===== src/rtl/mop_thread_scheduler.sv =====
// Micro-op thread scheduler: expands instructions via the micro-op ROM and issues each micro-op per enabled thread; MOP_SCHED_PERF_CNT_EN adds issue/stall counters.
// Latency: accept -> first mop_valid 3 cycles later; 2-cycle bubble per micro-op boundary.
// Backpressure: mop/mop_tid hold while mop_valid & !mop_ready; instr_ready only in IDLE.

package CONTROL;
  typedef logic [6:0]  operation_t;
  typedef logic [16:0] ctrl_sig_t;

  typedef struct packed {
    logic [3:0] rsvd;
    logic [3:0] end_mop_cnt;
  } sub_op_t;

  typedef struct packed {
    operation_t op;
    sub_op_t    sub_op;
  } opcode_t;

  typedef struct packed {
    opcode_t    opcode;
    logic [6:0] dst;
    logic [6:0] src0;
    logic [6:0] src1;
  } instruction_t;

  typedef struct packed {
    ctrl_sig_t  csig;
    logic [9:0] dst;
    logic [9:0] src0;
    logic [9:0] src1;
  } micro_ops_t;
endpackage

module mop_thread_scheduler #(
  parameter int N_THREADS  = 6,
  parameter int BRAM_DEPTH = 10,
  parameter int TID_W      = 3,
  parameter int ROM_AW     = 11
) (
  input  logic                                   clk,
  input  logic                                   rst_n,
  input  logic                                   instr_valid,
  output logic                                   instr_ready,
  input  logic [35:0]                            instr,
  input  logic [N_THREADS-1:0]                   thread_mask,
  output logic                                   rom_en,
  output logic [ROM_AW-1:0]                      rom_addr,
  input  logic [19:0]                            rom_rdata,
  output logic                                   mop_valid,
  input  logic                                   mop_ready,
  output logic [$bits(CONTROL::micro_ops_t)-1:0] mop,
  output logic [TID_W-1:0]                       mop_tid,
  output logic                                   instr_done,
`ifdef MOP_SCHED_PERF_CNT_EN
  output logic                                   busy,
  output logic [31:0]                            perf_issue_cnt,
  output logic [31:0]                            perf_stall_cnt
`else
  output logic                                   busy
`endif
);

  typedef enum logic [2:0] {S_IDLE, S_FETCH, S_WAIT, S_ISSUE, S_DONE} state_t;

  state_t                 state_q, state_d;
  logic [6:0]             op_q, op_d;
  logic [3:0]             end_cnt_q, end_cnt_d;
  logic [6:0]             dst_q, dst_d, src0_q, src0_d, src1_q, src1_d;
  logic [N_THREADS-1:0]   mask_q, mask_d;
  logic [3:0]             mop_idx_q, mop_idx_d;
  logic [TID_W-1:0]       tid_q, tid_d;
  logic [16:0]            csig_q, csig_d;
  logic [2:0]             off_q, off_d;

  CONTROL::instruction_t  instr_s;
  CONTROL::micro_ops_t    mop_s;
  logic                   unused_rsvd;
  logic [TID_W-1:0]       first_tid_in, first_tid_q, next_tid;
  logic                   next_vld;
  logic                   hs;
  logic [6:0]             dst_sum, src0_sum, src1_sum;
  logic [BRAM_DEPTH-1:0]  dst_addr, src0_addr, src1_addr;

  assign instr_s     = instr;
  assign unused_rsvd = ^instr_s.opcode.sub_op.rsvd;
  assign hs          = (state_q == S_ISSUE) && mop_ready;

  // Descending scans so the final hit is the lowest qualifying thread.
  always_comb begin
    first_tid_in = '0;
    first_tid_q  = '0;
    next_tid     = '0;
    next_vld     = 1'b0;
    for (int i = N_THREADS - 1; i >= 0; i--) begin
      if (thread_mask[i]) first_tid_in = TID_W'(i);
      if (mask_q[i]) first_tid_q = TID_W'(i);
      if (mask_q[i] && (TID_W'(i) > tid_q)) begin
        next_tid = TID_W'(i);
        next_vld = 1'b1;
      end
    end
  end

  always_comb begin
    state_d   = state_q;
    op_d      = op_q;
    end_cnt_d = end_cnt_q;
    dst_d     = dst_q;
    src0_d    = src0_q;
    src1_d    = src1_q;
    mask_d    = mask_q;
    mop_idx_d = mop_idx_q;
    tid_d     = tid_q;
    csig_d    = csig_q;
    off_d     = off_q;
    case (state_q)
      S_IDLE: begin
        if (instr_valid) begin
          op_d      = instr_s.opcode.op;
          end_cnt_d = instr_s.opcode.sub_op.end_mop_cnt;
          dst_d     = instr_s.dst;
          src0_d    = instr_s.src0;
          src1_d    = instr_s.src1;
          mask_d    = thread_mask;
          mop_idx_d = 4'd0;
          if (thread_mask == '0) begin
            state_d = S_DONE;
          end else begin
            tid_d   = first_tid_in;
            state_d = S_FETCH;
          end
        end
      end
      S_FETCH: state_d = S_WAIT;
      S_WAIT: begin
        csig_d  = rom_rdata[19:3];
        off_d   = rom_rdata[2:0];
        state_d = S_ISSUE;
      end
      S_ISSUE: begin
        if (mop_ready) begin
          if (next_vld) begin
            tid_d = next_tid;
          end else if (mop_idx_q == end_cnt_q) begin
            state_d = S_DONE;
          end else begin
            mop_idx_d = mop_idx_q + 4'd1;
            tid_d     = first_tid_q;
            state_d   = S_FETCH;
          end
        end
      end
      S_DONE:  state_d = S_IDLE;
      default: state_d = S_IDLE;
    endcase
  end

  always_ff @(posedge clk or negedge rst_n) begin
    if (!rst_n) begin
      state_q   <= S_IDLE;
      op_q      <= '0;
      end_cnt_q <= '0;
      dst_q     <= '0;
      src0_q    <= '0;
      src1_q    <= '0;
      mask_q    <= '0;
      mop_idx_q <= '0;
      tid_q     <= '0;
      csig_q    <= '0;
      off_q     <= '0;
    end else begin
      state_q   <= state_d;
      op_q      <= op_d;
      end_cnt_q <= end_cnt_d;
      dst_q     <= dst_d;
      src0_q    <= src0_d;
      src1_q    <= src1_d;
      mask_q    <= mask_d;
      mop_idx_q <= mop_idx_d;
      tid_q     <= tid_d;
      csig_q    <= csig_d;
      off_q     <= off_d;
    end
  end

  // Offsets are single bits; address sums wrap within the 7-bit thread window.
  assign dst_sum   = dst_q  + {6'd0, off_q[2]};
  assign src0_sum  = src0_q + {6'd0, off_q[1]};
  assign src1_sum  = src1_q + {6'd0, off_q[0]};
  assign dst_addr  = {tid_q, dst_sum};
  assign src0_addr = {tid_q, src0_sum};
  assign src1_addr = {tid_q, src1_sum};

  always_comb begin
    mop_s      = '0;
    mop_s.csig = csig_q;
    mop_s.dst  = dst_addr;
    mop_s.src0 = src0_addr;
    mop_s.src1 = src1_addr;
  end

  assign mop         = mop_s;
  assign mop_tid     = tid_q;
  assign mop_valid   = (state_q == S_ISSUE);
  assign instr_ready = (state_q == S_IDLE);
  assign rom_en      = (state_q == S_FETCH);
  assign rom_addr    = {op_q, mop_idx_q};
  assign instr_done  = (state_q == S_DONE);
  assign busy        = (state_q != S_IDLE);

`ifdef MOP_SCHED_PERF_CNT_EN
  logic [31:0] perf_issue_q, perf_issue_d, perf_stall_q, perf_stall_d;

  always_comb begin
    perf_issue_d = perf_issue_q;
    perf_stall_d = perf_stall_q;
    if (hs && (perf_issue_q != '1)) perf_issue_d = perf_issue_q + 32'd1;
    if (mop_valid && !mop_ready && (perf_stall_q != '1)) perf_stall_d = perf_stall_q + 32'd1;
  end

  always_ff @(posedge clk or negedge rst_n) begin
    if (!rst_n) begin
      perf_issue_q <= '0;
      perf_stall_q <= '0;
    end else begin
      perf_issue_q <= perf_issue_d;
      perf_stall_q <= perf_stall_d;
    end
  end

  assign perf_issue_cnt = perf_issue_q;
  assign perf_stall_cnt = perf_stall_q;
`else
  logic unused_hs;
  assign unused_hs = hs;
`endif

endmodule


===== config.mk =====
export PLATFORM = sky130hd
export DESIGN_NAME = mop_thread_scheduler
export DESIGN_NICKNAME = d
export VERILOG_FILES = /design/src/rtl/mop_thread_scheduler.sv
export SDC_FILE = /design/constraint.sdc
export NUM_CORES = 1
export LEC_CHECK = 0
export CORE_ASPECT_RATIO = 1.4
export CORE_MARGIN = 8
export CORE_UTILIZATION = 40
export CTS_CLUSTER_DIAMETER = 100
export DETAILED_ROUTE_END_ITERATION = 7
export PLACE_DENSITY = 0.74
export SLEW_MARGIN = 25
export SYNTH_ARGS = -nofsm -noshare
export SYNTH_HDL_FRONTEND = slang
export SYNTH_SLANG_ARGS = --single-unit

===== constraint.sdc =====
create_clock -name clk -period 1.65 [get_ports clk]
set_input_delay 0.495 -clock clk [delete_from_list [all_inputs] [get_ports clk]]
set_output_delay 0.495 -clock clk [all_outputs]
set_load 0.02 [all_outputs]

After elaboration in Yosys (flattened, before gate mapping)
Cells that the tools add are included.
{"block": "word_totals", "latchBits": 0, "elab_cells": 87, "n_memories": 0, "out_inout_bits": 66, "ram_bits": 0, "input_bits": 66, "regBits": 68, "mem_bits_ro": 0}
{"block": "classes", "multipliers": 0, "shifts": 0, "mux": 41, "eq_ne": 11, "reduce_logical": 14, "n_addsub": 4, "bitwise_logic": 0, "n_lt_le_gt_ge": 6, "div_mod_pow": 0}
{"cell": "3-bit two-way mux", "count": 28}
{"cell": "7-bit by 1-bit adder with 7-bit output", "count": 3}
{"cell": "4-bit two-way mux", "count": 4}
{"cell": "3-bit one-hot mux with 4 select lines", "count": 1}
{"cell": "5-bit AND reduction", "count": 2}
{"cell": "2-bit != test, second input constant", "count": 4}
{"cell": "4-bit one-hot mux with 2 select lines", "count": 1}
{"cell": "3-bit by 2-bit equality test with 1-bit output, second input constant", "count": 2}
{"cell": "1-bit by 3-bit greater-than comparator with 1-bit output, first input constant", "count": 2}
{"cell": "2-bit by 3-bit greater-than comparator with 1-bit output, first input constant", "count": 2}
{"cell": "3-bit greater-than comparator, first input constant", "count": 2}
{"cell": "1-bit logical AND", "count": 6}
{"cell": "6-bit zero test", "count": 1}
{"cell": "1-bit two-way mux", "count": 6}
{"cell": "3-bit one-hot mux with 2 select lines", "count": 1}
{"cell": "4-bit by 1-bit adder with 4-bit output, second input constant", "count": 1}
{"cell": "4-bit equality test", "count": 1}
{"cell": "3-bit by 1-bit equality test with 1-bit output, second input constant", "count": 1}
{"cell": "3-bit equality test, second input constant", "count": 1}
{"cell": "3-bit zero test", "count": 1}
{"cell": "3-bit != test, second input constant", "count": 1}
{"cell": "3-bit AND reduction", "count": 1}
{"cell": "3-bit nonzero test", "count": 1}
{"cell": "2-bit by 1-bit != test with 1-bit output, second input constant", "count": 1}
{"cell": "2 further kinds", "count": 2}

Depth between registers and ports, before layout
Gate-level depths: netlist of the first run.
{"block": "logic_depth", "ltp_word": 11, "depth_mapped": 6, "depth_no_buf": 5}

Least setup slack after synthesis of the first run
No wires, ideal clock.
{"block": "synth_timing", "path_type": "register -> output", "startpoint": "register state_q[1]", "endpoint": "output port busy", "path_buffers": 0, "required_time_ns": 1.155, "arrival_ns": 1.558, "slack_ns": -0.403, "stages_incl_launch_ff": 3, "cell_sequence": "dfrtp_1 > nor3_1 > inv_1"}
{"block": "synth_via", "elab_chain_len": 1}
{"item": "start: declaration", "line_no": "65", "text": "state_t state_q, state_d;"}
{"item": "start signal: assignment", "line_no": "172", "text": "state_q <= state_d;"}
{"item": "3-bit nonzero test", "line_no": "209", "text": "assign busy = (state_q != S_IDLE);"}
{"item": "end: declaration", "line_no": "59", "text": "output logic busy"}
No other way between the ends.

Worst setup path in the final report of the first run
{"block": "layout_timing", "startpoint": "register dst_q[0]", "endpoint": "output port mop[22] in the netlist's numbering"}
{"block": "layout_via", "elab_chain_len": 1}
{"item": "start: declaration", "line_no": "68", "text": "logic [6:0] dst_q, dst_d, src0_q, src0_d, src1_q, src1_d;"}
{"item": "start signal: assignment", "line_no": "175", "text": "dst_q <= dst_d;"}
{"item": "7-bit by 1-bit adder with 7-bit output", "line_no": "187", "text": "assign dst_sum = dst_q + {6'd0, off_q[2]};"}
{"item": "end: declaration", "line_no": "51", "text": "output logic [$bits(CONTROL::micro_ops_t)-1:0] mop,"}
No other way between the ends.

==> flow_metrics.env, run 1 <==
export IMPL_crit_path_cell_trace="ha_4 > ha_4 > buf_6 > xor2_2 > buf_6"
export IMPL_clk_latency_ns=0.33
export IMPL_path_buf_inv=2
export IMPL_rows=39
export IMPL_path_delay_family="flip-flops"
export IMPL_dr_wl_met2_um=6950
export IMPL_num_antenna_cells=0
export IMPL_synthCells=264
export IMPL_first_pass_iters=4
export IMPL_routedWlPerCell_um=21.4
export IMPL_drv_cap=0
export IMPL_cts_hold_fix_buffers=0
export IMPL_synth_area_mm2=0.00336
export IMPL_nets=551
export IMPL_power_density_mw_per_mm2=2200
export IMPL_start_util_pct=41.2
export IMPL_cpPeakStageDelay_ns=0.41
export IMPL_clk_path_buf_depth=2
export IMPL_end_kind="primary output"
export IMPL_wl_met3_um=822
export IMPL_crit_type="reg -> out"
export IMPL_ys_warn_count=0
export IMPL_rrSetupSlack_ns=-0.26
export IMPL_grt_ovfl_total=0
export IMPL_fp_dieW_um=93.4
export IMPL_synth_main_ff_cell="dfrtp_1"
export IMPL_antenna_found_initial=0
export IMPL_multiInputGateArea_mm2=0.00207
export IMPL_synth_area_per_cell_um2=12.7
export IMPL_worstPathArrival_ns=1.54
export IMPL_numCtsBuffers=9
export IMPL_cts_tree="done"
export IMPL_drc_errors=0
export IMPL_hold_class="in -> async"
export IMPL_wl_met1_um=4260
export IMPL_setup_viol=89
export IMPL_synth_edf_count=0
export IMPL_drt_initial_drc_count=142
export IMPL_crit_required_ns=1.15
export IMPL_synth_nets=337
export IMPL_worst_pin_slew_ns=0.424
export IMPL_clkSinkCount=68
export IMPL_whs_ns=0.148
export IMPL_final_setup_skew_ns=0.00675
export IMPL_ant_nets=0
export IMPL_portBuffers=127
export IMPL_yosys_cell_count_top_type="dfrtp_1"
export IMPL_critical_path_startpoint_type="flip-flop"
export IMPL_regArea_mm2=0.00171
export IMPL_ys_types=51
export IMPL_total_leakage_power_nw=2.91
export IMPL_final_cell_area_mm2=0.00635
export IMPL_area_growth_pct=89.2
export IMPL_rsz0062_at_grt="yes"
export IMPL_finish_utilization_pct=77.9
export IMPL_gp_congestion=0.878
export IMPL_relSlewSlack_pct=71.5
export IMPL_clkTransAtPathRegs_ns=0.05
export IMPL_fin_crit_ns=2.04
export IMPL_via_per_inst=5.35
export IMPL_crit_slowest_cell="dfrtp_1"
export IMPL_yosysSeqAreaShare_pct=50.7
export IMPL_dp_slack_ns=-0.580
export IMPL_synth_async_reset_ratio_pct=100
export IMPL_drive_above_1_share_pct=55.0
export IMPL_cts_root_buffer="clkbuf_16"
export IMPL_yosysTopAreaCellShare_pct=50.7
export IMPL_grt_pass1_wl_um=18300
export IMPL_die_y_um=124
export IMPL_wirelength_um=12500
export IMPL_finalHoldViolations=0
export IMPL_timing_final_ws_setup_ns=-0.389
export IMPL_ir_worst_vdd_v=0.00132
export IMPL_num_vias=3124
export IMPL_status="finished, violations left"
export IMPL_htree_levels=3
export IMPL_cp_max_fo=3
export IMPL_placed_area_mm2=0.00523
export IMPL_grt_usage_pct=20.2
export IMPL_violations="negative setup slack"
export IMPL_routed_top_layer="met4"
export IMPL_timing_final_crit_share_pct=124
export IMPL_drv_slew=0
export IMPL_yosysTopAreaCell="dfrtp_1"
export IMPL_ys_top_cells_by_count="dfrtp_1 (68), mux2_2 (58), xnor2_1 (16)"
export IMPL_fill_cells=490
export IMPL_num_io_pins=132
export IMPL_power_mw=14.0
export IMPL_dieArea_mm2=0.0116
export IMPL_grt_pass1_vias=3480
export IMPL_core_area_mm2=0.00815
export IMPL_grt_start_max_net_pins=69
export IMPL_ys_seq_elements=68
export IMPL_synthTopCellsByArea="dfrtp_1 (51%), mux2_2 (19%), xnor2_1 (4.2%), ha_1 (2.6%), buf_4 (2.2%)"
export IMPL_clock_fmax_mhz=490
export IMPL_hpwl_um=7700
-- report_power, final --
part,internal [mW],leakage (nW),total (mW),switching (mW)
sequential,2.50,0.810,3.18,0.682
clock,1.26,0.154,1.93,0.678
combinational,4.78,1.94,8.84,4.06
total,8.54,2.91,14.0,5.42
-- final timing paths --
check,from,to,cells past startpoint
min reg2reg,op_q[1],op_q[1],1
max,dst_q[0],mop[22],5
min in group clk,op_q[1],op_q[1],1
max in group asynchronous,rst_n,src0_q[3],2
min,rst_n,mask_q[3],2
max reg2reg,state_q[0],mop_tid[0],6
-- cell type report --
cell class / count / area share, %
clock buffers: 15 / 4.85
multi-input cells: 173 / 32.6
flip-flops and latches: 68 / 26.9
inverters: 7 / 0.493
repair buffers: 219 / 33.2
well taps: 102 / 2.01
-- what timing repair did --
item                                   in CTS  in global routing
pin swaps                                  30                 23
cloned                                      1                  1
resized for setup                         292                 62
buffers inserted                           18                 16
setup endpoints to repair                 131                105
endpoints found under the hold margin       0                  0
-- layout by cell type (no fill, tap or decap), types with 6 or more instances in the layout --
cell type        count
dfrtp_2              6
dfrtp_1             62
buf_12               8
ha_4                 6
buf_4               72
xnor2_2             11
nor2_1              10
nand3_4              7
dlygate4sd2_1       32
clkdlybuf4s50_1     55
clkbuf_8             6
mux2_2              18
mux2_4              42
clkbuf_16           10
buf_6               34
-- state kept, by name, indices dropped and copies added (netlist names) --
signal	count
mask_q	6
state_q	3
op_q	7
end_cnt_q	4
off_q	3
src1_q	7
mop_tid	3
mop_idx_q	4
src0_q	7
csig_q	17
dst_q	7
-- routing by layer --
layer | vias up | GRT usage, %
met4 | 0 | 8.57
met2 | 129 | 37.1
met3 | 39 | 6.88
li1 | 1382 | -
met1 | 1574 | 19.5
met5 | - | 0
-- logic make-up after synthesis --
kind of cell               share of synthesized area (%)
DFF                                                 50.7
muxes                                               20.4
and+or+nand+nor                                     9.62
AOI/OAI and AO/OA                                   7.79
buffers and inverters                               3.91
xor gates and xnor gates                            4.96
adders and majority gates                           2.61
-- through the flow --
stage / setup TNS [ns] / cells
after global routing: -19.52 / 584
after global placement: -29.67 / 539
after CTS: -9.68 / 573
after detailed placement: -31.25 / 539
after floorplan: -0.183 / 264
final: -14.39 / 584
Note: power is estimated with default switching activity, not from simulation.
==> run 2: changes to the inputs <==
CORE_UTILIZATION = 35   (was 40)
GPL_ROUTABILITY_DRIVEN = 0   (was not set)
PLACE_DENSITY = 0.66   (was 0.74)
==> run 2 against run 1 <==
Effect of this change: the flow still finishes with violations (negative setup slack); count of clock-buffer cells in the layout down 2; critical path depth unchanged; worst hold slack better by 0.030 ns; die area up 12%; global-route usage down 2.2 points; first-iteration DRC count down 60%; clock skew down 0.0017 ns; sequential cell count unchanged; final cell count up 2.9%; fmax up 4.5%; design area up 2.9%.
==> flow_metrics.env, run 2 (synthesized netlist as in run 1, its figures left out) <==
export IMPL_status="finished, violations left"
export IMPL_violations="negative setup slack"
export IMPL_ir_worst_vdd_v=0.00117
export IMPL_crit_type="reg -> out"
export IMPL_critical_path_startpoint_type="flip-flop"
export IMPL_rsz0062_at_grt="yes"
export IMPL_routedWlPerCell_um=19.7
export IMPL_grt_pass1_wl_um=18600
export IMPL_power_switching_mw=5.33
export IMPL_drt_initial_drc_count=57
export IMPL_largest_reg_flops=17
export IMPL_combPwrFrac_pct=63.9
export IMPL_fin_crit_ns=1.95
export IMPL_first_pass_iters=4
export IMPL_final_common_cell="buf_4"
export IMPL_num_io_pins=132
export IMPL_drv_slew=0
export IMPL_relSlewSlack_pct=74.3
export IMPL_intPower_mw=8.83
export IMPL_grt_pass1_vias=3478
export IMPL_total_leakage_power_nw=3.03
export IMPL_via_per_inst=5.09
export IMPL_portBuffers=127
export IMPL_cts_hold_fix_buffers=0
export IMPL_drc_errors=0
export IMPL_start_util_pct=35.7
export IMPL_die_y_um=132
export IMPL_ant_nets=0
export IMPL_num_antenna_cells=0
export IMPL_rows=42
export IMPL_drive_above_1_share_pct=56.2
export IMPL_clock_fmax_mhz=513
export IMPL_fin_cells=601
export IMPL_final_setup_skew_ns=0.00501
export IMPL_setup_viol=87
export IMPL_power_density_mw_per_mm2=2170
export IMPL_drv_cap=0
export IMPL_grt_usage_pct=18.0
export IMPL_hold_class="in -> async"
export IMPL_worst_pin_slew_ns=0.386
export IMPL_clkTransAtPathRegs_ns=0.05
export IMPL_largest_register="csig_q"
export IMPL_timing_final_ws_setup_ns=-0.300
export IMPL_num_vias=3062
export IMPL_mostFrequentLayoutCells="buf_4 (76), dfrtp_1 (63), mux2_4 (58)"
export IMPL_whs_ns=0.178
export IMPL_timing_final_crit_share_pct=118
export IMPL_wirelength_um=11900
export IMPL_clk_path_buf_depth=2
export IMPL_antenna_found_initial=0
export IMPL_clk_latency_ns=0.33
export IMPL_power_frac_seq_pct=22.5
export IMPL_fill_cells=679
export IMPL_hpwl_um=7410
export IMPL_finalHoldViolations=0
export IMPL_end_kind="primary output"
export IMPL_htree_levels=3
export IMPL_cts_tree="done"
export IMPL_worstPathArrival_ns=1.46
export IMPL_crit_required_ns=1.15
export IMPL_nets=560
export IMPL_area_growth_pct=94.7
export IMPL_core_area_mm2=0.00941
export IMPL_dieArea_mm2=0.0130
export IMPL_cp_max_fo=3
export IMPL_rrSetupSlack_ns=-0.24
export IMPL_dp_cells=547
export IMPL_fp_dieW_um=98.8
export IMPL_clkSinkCount=68
export IMPL_cts_root_buffer="clkbuf_16"
export IMPL_grt_ovfl_total=0
export IMPL_numCtsBuffers=9
export IMPL_swShare_pct=37.7
export IMPL_clock_power_share_pct=13.6
export IMPL_grt_start_max_net_pins=69
run 2: cell count changes in the layout (fill, tap and decap cells not counted), moves of 3 or more:
cell	delta
mux2_2	-16
mux2_4	+16
buf_6	+8
buf_4	+4
buf_8	-4
clkbuf_8	-4
buf_16	+3
run 2: area by class of cell:
class	instances	area (um2)	share of cell area (%)
inverter	7	28.8	0.440
multi-input combinational	173	2120	32.5
clock buffer	13	260	3.98
timing repair buffer	228	2240	34.3
clock inverter	2	35.0	0.536
sequential	68	1710	26.1
tap	110	138	2.11
run 2: metal layers:
metal / global-route usage, % / part of all wire (%)
met1: 19.1 / 36
met2: 31.9 / 55
met3: 6.13 / 6.1
met4: 6.77 / 2.4
met5: 0 / 0
run 2: what timing repair did:
item	CTS	global route
pin swaps	31	22
resized for setup	338	55
gates cloned	5	0
endpoints found under the setup margin	131	93
buffers inserted	24	21
run 2: power by group through the flow:
stage | combinational, mW | sequential (mW) | clock [mW]
6_report | 9.06 | 3.18 | 1.93
5_1_grt | 9.57 | 3.29 | 2.02
4_1_cts | 8.38 | 3.17 | 1.98
3_5_place_dp | 6.94 | 3.11 | 0
3_3_place_gp | 6.88 | 3.06 | 0
2_1_floorplan | 3.25 | 3.55 | 0
run 2: final timing paths:
check	startpoint	to	depth (start not counted)
hold reg to reg	csig_q[11]	csig_q[11]	1
setup reg to reg	state_q[0]	src1_q[6]	8
min in group clk	csig_q[11]	csig_q[11]	1
max in group asynchronous	rst_n	state_q[2]	2
hold / removal	rst_n	src1_q[0]	2
setup / recovery	off_q[1]	mop[16]	5
run 2: metrics by stage:
step                      power (mW)  util, %  area (um2)  setup TNS, ns  setup slack, ns
after floorplan                 6.81        -        3430         -0.183          -0.0259
final                           14.2     69.5        6540         -12.55           -0.300
after global routing            14.9     69.5        6540         -16.03           -0.361
after global placement          9.94     55.8        5250         -31.38           -0.531
after CTS                       13.5     66.4        6240         -12.30           -0.315
after detailed placement        10.1     55.8        5250         -33.16           -0.560
run 2: critical path: stages, from the launching register on:
cell and delay [ns]:
dfrtp_1 0.41, ha_4 0.19, ha_4 0.18, nand3_4 0.08, xnor2_2 0.10, buf_4 0.16
==> run 3: changes to the inputs <==
CORE_ASPECT_RATIO = 1.1   (was 1.4)
GPL_TIMING_DRIVEN = 0   (was not set)
HOLD_SLACK_MARGIN = 0.08   (was not set)
==> run 3 against run 2 <==
Effect of this change: the run still ends with negative setup slack left; clock skew rose by 0.0088 ns; largest cell class unchanged; clock power decreased by 13%; highest routed layer unchanged; register-to-register slack about the same; critical endpoint unchanged.
==> flow_metrics.env, run 3 (synthesized netlist as in run 1, its figures left out) <==
export IMPL_status="finished, violations left"
export IMPL_violations="negative setup slack"
export IMPL_globalRouteMet2Util_pct=26.1
export IMPL_fp_dieW_um=109
export IMPL_hpwl_um=6670
export IMPL_intPower_mw=8.48
export IMPL_portBuffers=127
export IMPL_crit_required_ns=1.15
export IMPL_nets=544
export IMPL_via_per_inst=4.89
export IMPL_num_antenna_cells=0
export IMPL_grt_usage_pct=15.5
export IMPL_multiInputGateArea_mm2=0.00214
export IMPL_critical_path_startpoint_type="flip-flop"
export IMPL_clkTransAtPathRegs_ns=0.07
export IMPL_worstPathArrival_ns=1.49
export IMPL_drv_cap=0
export IMPL_setup_viol=89
export IMPL_grt_pass1_wl_um=16000
export IMPL_met3_usage_pct=5.05
export IMPL_start_util_pct=35.9
export IMPL_final_common_cell="dfrtp_1"
export IMPL_dp_slack_ns=-0.768
export IMPL_worst_pin_slew_ns=0.396
export IMPL_rsz0062_at_grt="yes"
export IMPL_fill_cells=677
export IMPL_rows=37
export IMPL_regArea_mm2=0.00171
export IMPL_hold_path_end="csig_q[4]"
export IMPL_cts_root_buffer="clkbuf_8"
export IMPL_ant_nets=0
export IMPL_first_pass_iters=4
export IMPL_numCtsBuffers=9
export IMPL_num_vias=2894
export IMPL_total_leakage_power_nw=2.93
export IMPL_drc_errors=0
export IMPL_clk_path_buf_depth=2
export IMPL_largest_reg_flops=17
export IMPL_power_density_mw_per_mm2=2130
export IMPL_antenna_found_initial=0
export IMPL_power_mw=13.7
export IMPL_hold_class="reg -> reg"
export IMPL_reg2reg_to="mop_tid[2]"
export IMPL_power_frac_seq_pct=23.9
export IMPL_drv_slew=0
export IMPL_clock_fmax_mhz=504
export IMPL_grt_pass1_vias=3072
export IMPL_relSlewSlack_pct=73.6
export IMPL_clock_power_share_pct=12.2
export IMPL_cts_tree="done"
export IMPL_timing_final_crit_share_pct=120
export IMPL_final_setup_skew_ns=0.0138
export IMPL_clkSinkCount=68
export IMPL_dieArea_mm2=0.0130
export IMPL_num_io_pins=132
export IMPL_drt_initial_drc_count=152
export IMPL_fin_cells=592
export IMPL_reg2reg_from="mop_tid[1]"
export IMPL_die_y_um=119
export IMPL_ir_worst_vdd_v=0.00133
export IMPL_swShare_pct=38.0
export IMPL_finalHoldViolations=0
export IMPL_drive_above_1_share_pct=55.8
export IMPL_rrSetupSlack_ns=-0.23
export IMPL_largest_register="csig_q"
export IMPL_area_growth_pct=91.1
export IMPL_routedWlPerCell_um=18.4
export IMPL_grt_start_max_net_pins=43
export IMPL_cp_startpoint="src0_q[0]"
export IMPL_wirelength_um=10900
export IMPL_crit_type="reg -> out"
export IMPL_mostFrequentLayoutCells="dfrtp_1 (59), mux2_4 (56), buf_4 (56), clkdlybuf4s50_1 (56), buf_6 (46)"
export IMPL_rr_worst_depth=8
export IMPL_end_kind="primary output"
export IMPL_power_switching_mw=5.19
export IMPL_fin_crit_ns=1.98
export IMPL_dp_cells=509
export IMPL_clk_latency_ns=0.34
export IMPL_cp_max_fo=3
export IMPL_min_from="csig_q[4]"
export IMPL_min_path_cells=1
export IMPL_grtUsageMet1_pct=17.7
export IMPL_grt_ovfl_total=0
export IMPL_core_area_mm2=0.00935
export IMPL_busiest_layer="met2"
export IMPL_htree_levels=3
export IMPL_timing_final_ws_setup_ns=-0.335
export IMPL_combPwrFrac_pct=63.8
run 3: cell types whose count changed in the layout (fill, tap and decap cells not counted), sizes merged:
cell / previous run / this run
buf: 136 / 116
bufinv: 1 / 3
clkdlybuf4s50: 55 / 56
clkinv: 1 / 2
dlygate4sd2: 31 / 30
dlygate4sd3: 0 / 1
dlymetal6s2s: 2 / 1
inv: 7 / 8
run 3: cell type report:
cell class              instances  area share, %
clock inverters                 6           1.76
multi-input cells             173           33.4
clock buffers                   9           1.93
inverters                       7          0.488
repair buffers                199           30.7
flip-flops and latches         68           26.7
well taps                     117           2.28
plain buffers                  13           2.77
run 3: worst max-delay path by stage:
stage,slack (ns),endpoint,cells past startpoint
6_report,-0.33,mop[16],5
5_1_grt,-0.40,mop[4],5
4_1_cts,-0.35,mop[4],5
3_5_place_dp,-0.77,dst_q[3],5
3_3_place_gp,-2.61,mop_tid[2],1
2_1_floorplan,-0.03,mop_tid[0],5
run 3: power groups by stage:
stage	sequential (mW)	clock [mW]	combinational [mW]
after floorplan	3.55	0	3.25
after global placement	3.22	0	6.00
after detailed placement	3.25	0	6.03
after CTS	3.18	1.70	7.37
after global routing	3.39	1.78	9.26
final	3.27	1.67	8.72
run 3: worst max-delay path, cell delays in order, from the launching register on:
cell     delay, ns
dfrtp_1       0.42
ha_4          0.19
ha_4          0.17
nand3_2       0.09
xnor2_2       0.12
buf_4         0.17
run 3: layer usage:
| metal | vias to the layer above | share of wire [%] |
|---|---|---|
| met3 | 8 | 7.2 |
| met1 | 1426 | 40 |
| met2 | 96 | 52 |
| met4 | 0 | 0.97 |
| met5 | - | 0 |
| li1 | 1364 | - |
run 3: through the flow:
stage               hold WS (ns)  instance area [um2]  setup TNS, ns  utilization [%]
global placement           0.489                 4850        -199.25             51.9
global route               0.531                 6410         -15.75             68.6
floorplan                  0.199                 3430         -0.183                -
finish                     0.510                 6410         -11.14             68.6
detailed placement         0.446                 4870         -39.10             52.1
CTS                        0.509                 5760          -7.18             61.6
run 3: timing repair:
action | CTS | global route
endpoints found under the hold margin | 19 | 0
gates resized for setup | 331 | 96
cloned | 0 | 3
endpoints found under the setup margin | 130 | 102
setup buffers | 40 | 27
hold buffers | 1 | 0
pin swaps | 22 | 14
==> edit (settings of run 1) <==
Change the parameter `N_THREADS` from 6 to 7.
--- a/src/rtl/mop_thread_scheduler.sv
+++ b/src/rtl/mop_thread_scheduler.sv
@@ -33,5 +33,5 @@
 
 module mop_thread_scheduler #(
-  parameter int N_THREADS  = 6,
+  parameter int N_THREADS  = 7,
   parameter int BRAM_DEPTH = 10,
   parameter int TID_W      = 3,
Ports: changed (resized thread_mask); port bits go from 132 to 133. The function was not compared with the original's and may differ.
==> edit against run 1 <==
The flow still finishes with violations (negative setup slack); synthesized area increased by 1.8%; sequential cell count increased by 1; total power decreased by 5.2%; routed wire length decreased by 3.3%; combinational power decreased by 6.7%; fmax increased by 3.4%; worst hold slack got worse by 0.055 ns; critical path depth unchanged; worst setup slack improved by 0.068 ns; cell area increased by 0.57%; critical endpoint is now mop[26]; largest cell class is now multi-input gates; largest power group unchanged.
==> edit: results (changes against run 1) <==
| Metric | Value |
|---|---|
| Status | finished with violations |
| Failing checks | negative setup slack |
| Slack of the critical path | -0.321 ns (+0.0678 ns) |
| Reg2Reg Setup Slack | -0.20 ns (+0.06 ns) |
| Avg Synthesized Cell Area | 11.8 um^2 (-7.3%) |
| Final Hold Slack | 0.0931 ns (-0.0550 ns) |
| Post-synth top cells | dfrtp_1, mux2_2, nor2_1, nand3_1, xnor2_1 |
| Final WL | 12.1 mm (-3.3%) |
| Vias in the first global route | 3485 (+0.14%) |
| Worst Setup EP | mop[26] |
| WP data arrival | 1.48 ns (-0.06 ns) |
| Initial DRC count | 127 (-11%) |
| Met3 Use GR | 5.33% (-1.5 points) |
| Gr usage total | 19.9% (-0.35 points) |
| Met1 wire length | 4.30 mm (+0.96%) |
| Sequential-to-total area share from yosys stat | 50.5% (-0.16 points) |
| Final setup viols | 40 (-55%) |
| Post-DP Area | 5450 um^2 (+4.3%) |
| Vias | 3182 (+1.9%) |
| GR met2 Demand/Resource | 36.4% (-0.72 points) |
| Post-CTS resize count | 302 (+3.4%) |
| Net Count, Synth | 364 (+8.0%) |
| Largest net degree at the start of global routing | 41 (-41%) |
| Share of layout cells above drive strength 1 | 55.3% (+0.36 points) |
| Post-route clock skew | 0.00543 ns (-0.00132 ns) |
| Pre-CTS setup slack | -0.896 ns (-0.316 ns) |
| Worst vdd ir | 1.33 mV (+1.1%) |
| First-pass GRT wire length | 18.4 mm (+0.57%) |
## edit: logic make-up after synthesis
kind of cell,synth area share [%]
AND/OR/NAND/NOR,12.1
flip-flops,50.5
multiplexers,19.4
AO/OA/AOI/OAI,6.81
buffers and inverters,3.70
XOR/XNOR,4.87
adder cells (fa/ha/maj),2.56
## edit: layout make-up
cell class / instances / area, um^2 / area share, %
Tap cell: 105 / 131 / 2.06
Inverter: 6 / 22.5 / 0.353
Sequential cell: 69 / 1730 / 27.1
Clock inverter: 5 / 52.6 / 0.823
Clock buffer: 10 / 229 / 3.59
Multi-Input combinational cell: 199 / 2180 / 34.1
Timing Repair Buffer: 217 / 2040 / 31.9
## edit: metrics by stage
step	utilization (%)	setup TNS, ns
after floorplan	-	-4.16
after detailed placement	64.4	-27.09
after CTS	73.1	-6.55
final	75.5	-6.52
after global placement	64.4	-25.50
after global routing	75.5	-8.83
## edit: power by group
part	total [mW]	switching, mW	internal (mW)
Sequential	3.14	0.622	2.51
Clock	1.85	0.696	1.15
Combinational	8.25	3.95	4.30
